**src/rtl/d_flip_flop.sv**
```systemverilog
// Parameterised D-type register chain with true and complemented outputs.
// Optional clock enable port compiled in when DFLIPFLOP_CE_EN is defined.
module d_flip_flop #(
  parameter int unsigned      WIDTH       = 4,
  parameter int unsigned      STAGES      = 1,
  parameter logic [WIDTH-1:0] RESET_VALUE = '0
) (
  input  logic             clk,
  input  logic             rst,
  input  logic [WIDTH-1:0] d,
`ifdef DFLIPFLOP_CE_EN
  input  logic             en,
`endif
  output logic [WIDTH-1:0] q,
  output logic [WIDTH-1:0] qbar
);

  logic load;

`ifdef DFLIPFLOP_CE_EN
  assign load = en;
`else
  assign load = 1'b1;
`endif

  logic [WIDTH-1:0] stage_q [STAGES];

  // Reset flushes every stage and outranks the enable.
  always_ff @(posedge clk) begin
    if (rst) begin
      for (int unsigned k = 0; k < STAGES; k++) begin
        stage_q[k] <= RESET_VALUE;
      end
    end else if (load) begin
      stage_q[0] <= d;
      for (int unsigned k = 1; k < STAGES; k++) begin
        stage_q[k] <= stage_q[k-1];
      end
    end
  end

  assign q    = stage_q[STAGES-1];
  // Combinational inversion keeps qbar exactly in step with q.
  assign qbar = ~q;

endmodule

```
**config.mk**
```make
export PLATFORM = sky130hd
export DESIGN_NAME = d_flip_flop
export DESIGN_NICKNAME = d
export VERILOG_FILES = /design/src/rtl/d_flip_flop.sv
export SDC_FILE = /design/constraint.sdc
export NUM_CORES = 1
export LEC_CHECK = 0
export CORE_AREA = 2 2 39 41
export DETAILED_ROUTE_END_ITERATION = 12
export DIE_AREA = 0 0 41 43
export PLACE_DENSITY_LB_ADDON = 0.1
export SYNTH_ARGS = -nofsm -noshare
export SYNTH_HDL_FRONTEND = slang
export SYNTH_SLANG_ARGS = --single-unit
```
**constraint.sdc**
```tcl
create_clock -name clk -period 1.3 [get_ports clk]
set_clock_uncertainty 0.2 [all_clocks]
set_input_delay 0.325 -clock clk [delete_from_list [all_inputs] [get_ports clk]]
set_output_delay 0.325 -clock clk [all_outputs]
set_load 0.03 [all_outputs]
```
Word-level counts from Yosys, hierarchy flattened
Memory sizes are Yosys's and may differ from the RTL's.
Cells that the tools add are included.
{"block": "op_classes", "bitwise_logic": 1, "muxes": 5, "n_reduce_logical": 1}
{"op": "2-to-1 mux 1 bit", "count": 4}
{"op": "2-to-1 mux 4 bit", "count": 1}
{"op": "NOT 4 bit", "count": 1}
{"op": "OR reduction 4 bit", "count": 1}
{"block": "word_totals", "elab_cells": 8, "regBits": 0, "n_memories": 1, "input_bits": 6, "ramBits": 4}
{"name": "stage_q", "words": 1, "word_bits": 4, "rd": 1, "rd_clocked_by_memory_dff": 0, "write_ports": 1, "line": "26", "text": "logic [WIDTH-1:0] stage_q [STAGES];"}

Longest topological paths before layout
{"block": "logic_depth", "depth_word": 3, "ltp_mapped": 1}

Worst setup path after synthesis
OpenSTA, ideal clock, no wires.
{"block": "synth_path", "path_kind": "reg-to-output", "startpoint": "mem stage_q[0][0]", "endpoint": "out qbar[0]", "path_buffers": 0, "setup_slack_ns": 0.076, "t_arrival_ns": 0.699, "path_stages_with_launch": 2, "required_ns": 0.775, "cell_sequence": "dfxtp_1 -> inv_1"}
{"block": "synth_between", "elab_chain_cells": 2}
{"item": "start, declared", "line": "26"}
{"item": "memory read (1 x 4 bit)"}
{"item": "NOT 4 bit", "line": "44", "text": "assign qbar = ~q;"}
{"item": "end, declared", "line": "15", "text": "output logic [WIDTH-1:0] qbar"}
Every way passes these cells.

Worst setup path in the final report
{"block": "layout_path", "startpoint": "mem stage_q[0][2]", "endpoint": "out qbar[2]"}
Same word-level chain as after synthesis.

==> flow_metrics.tcl <==
set metrics [dict create \
    ys_seq_elements 4 \
    dieArea_um2 1760 \
    dpl-instance-area_um2 250 \
    slowest_stage "dfxtp_1" \
    path_class "reg -> out" \
    clock.fmax_ghz 0.790 \
    drive_gt1_share_pct 46.4 \
    drtIter0Drc 0 \
    fp.coreArea_um2 1380 \
    async_reset_ff_share_pct 0 \
    setup_viol 0 \
    p_sw_mw 0.0831 \
    initial_core_util_pct 8.68 \
    netlist_area_um2 120 \
    worstMarginPinSlew_ns 0.146 \
    synthToLayoutAreaGrowth_pct 129 \
    cap_violations 0 \
    regMostFlops "stage_q" \
    dpl.hpwl_um 243 \
    synthTopCellsByCount "4 x dfxtp_1, 4 x inv_1, 4 x nor2b_1" \
    finalPower_mw 0.349 \
    wl_per_cell_um 6.52 \
    io_buffers 13 \
    critPathMaxFanout 2 \
    holdPathEnd "stage_q[0][1]" \
    holdCritPathClass "in -> reg" \
    synth_top_area_cell "dfxtp_1" \
    slew_viol_final 0 \
    drc_errors 0 \
    fin_nets 36 \
    first_pass_iters 1 \
    grt_pass1_wl_um 469 \
    leakagePower_nw 0.125 \
    period_minus_slack_ns 1.27 \
    max-vdd-ir-drop_uv 217 \
    cts_setup_buffers 0 \
    stdcell_area_um2 275 \
    overflow 0 \
    numCtsBuffers 3 \
    rsz0062_at_grt "no" \
    slowest_delay_ns 0.32 \
    ys_warn_count 0 \
    avgSynthCellArea_um2 10.0 \
    yosysSeqAreaShare_pct 66.7 \
    synth_ff_type "dfxtp_1" \
    fillers 156 \
    seqPwrFrac_pct 38.3 \
    worstPathArrival_ns 0.74 \
    grt_pass1_vias 136 \
    grt_max_degree 5 \
    largest_reg_flops 4 \
    status "completed" \
    required_ns 0.77 \
    die_w_um 41 \
    via_per_inst 2.61 \
    htreeDepth 1 \
    clkSlewWorstSetupHoldPaths_ns 0.04 \
    p_sw_share_pct 23.8 \
    ctsLongestPathBuffers 2 \
    wirelength_um 287 \
    p_comb_share_pct 19.7 \
    gp_congestion 0.581 \
    synth_nets 18 \
    min_from "d[1]" \
    io_pins 14 \
    fp.dieH_um 43 \
    finalSetupTns_ns 0 \
    n_antenna_cell 0 \
    cts_tree "built" \
    cp-start-kind "flip-flop" \
    synth-edff-count 0 \
    synth_top_area_share_pct 66.7 \
    cellPowerDensity_nw_per_um2 1270 \
    hold_viol 0 \
    crit_chain "inv_1 -> buf_4" \
    ant_nets 0 \
    num_rows 14 \
    antenna_found_initial 0 \
    period_share_pct 97.3 \
    track_usage_pct 5.22 \
    p_int_mw 0.266 \
    clkPwrFrac_pct 42.0 \
    root_buffer "clkbuf_4" \
    top_regs "stage_q x4" \
    slew_headroom_pct 90.2 \
    ys_top_cells_by_area "dfxtp_1 67%, nor2b_1 21%, inv_1 13%" \
    end_kind "output pin" \
    post_synth_num_cell_types 3 \
    num_vias 115 \
    netlist_instances 12 \
    hold_depth 2 \
    cts_num_sinks 4 \
]
==> layout by cell type (no fill, tap or decap) <==
| master | count |
|---|---|
| inv_1 | 4 |
| buf_4 | 8 |
| dfxtp_2 | 2 |
| clkdlybuf4s50_1 | 5 |
| clkbuf_4 | 3 |
| dfxtp_1 | 2 |
| nor2b_1 | 4 |
==> kinds of logic after synthesis <==
group                  after synthesis  share of synthesized area [%]
buffers and inverters                4                           12.5
DFF                                  4                           66.7
and+or+nand+nor                      4                           20.8
==> timing repair <==
| action | 4_1_cts | 5_1_grt |
|---|---|---|
| gates resized for setup | 0 | 2 |
| hold buffers | 0 | 0 |
| setup endpoints to repair | 0 | 2 |
==> routing by layer <==
layer	routed length [µm]	GRT usage, %	vias to the layer above
met5	0	0	-
met4	0	12.0	0
met3	9	3.14	0
met2	212	5.63	2
met1	65	3.22	49
li1	-	-	64
==> power by group through the flow <==
stage          Clock, mW  Combinational [mW]  Sequential, mW
6_report           0.147              0.0688           0.134
5_1_grt            0.159              0.0731           0.135
4_1_cts            0.153              0.0696           0.133
3_5_place_dp           0              0.0694           0.135
3_3_place_gp           0              0.0696           0.135
2_1_floorplan          0              0.0198           0.148
==> final cells by class <==
class,instances,area (µm²),area share (%)
Timing Repair Buffer,13,110,40.0
Sequential cell,4,82.6,30.0
Multi-Input combinational cell,4,25.0,9.09
Clock buffer,3,22.5,8.18
Tap cell,16,20.0,7.27
Inverter,4,15.0,5.45
==> worst max-delay path, delay by kind of cell (launching register included) <==
kind / cells / cell delay [ns]
DFF: 1 / 0.32
buffers and inverters: 2 / 0.20
==> how the worst max path moves through the flow <==
| stage | from | to | slack [ns] | cells after the start |
|---|---|---|---|---|
| 2_1_floorplan | stage_q[0][0] | qbar[0] | 0.08 | 1 |
| 3_3_place_gp | rst | stage_q[0][2] | 0.06 | 2 |
| 3_5_place_dp | rst | stage_q[0][2] | 0.05 | 2 |
| 4_1_cts | stage_q[0][2] | qbar[2] | 0.02 | 2 |
| 5_1_grt | stage_q[0][3] | qbar[3] | 0.002 | 2 |
| 6_report | stage_q[0][2] | qbar[2] | 0.03 | 2 |
==> stage by stage <==
stage	util (%)	instances	setup WS (ns)	hold WS, ns
final	19.9	44	0.0345	0.449
after global routing	19.9	44	0.00178	0.460
after floorplan	-	12	0.0758	0.197
after CTS	19.7	44	0.0193	0.444
after global placement	18.1	41	0.0570	0.572
after detailed placement	18.1	41	0.0537	0.573
(Power assumes the default switching activity.)
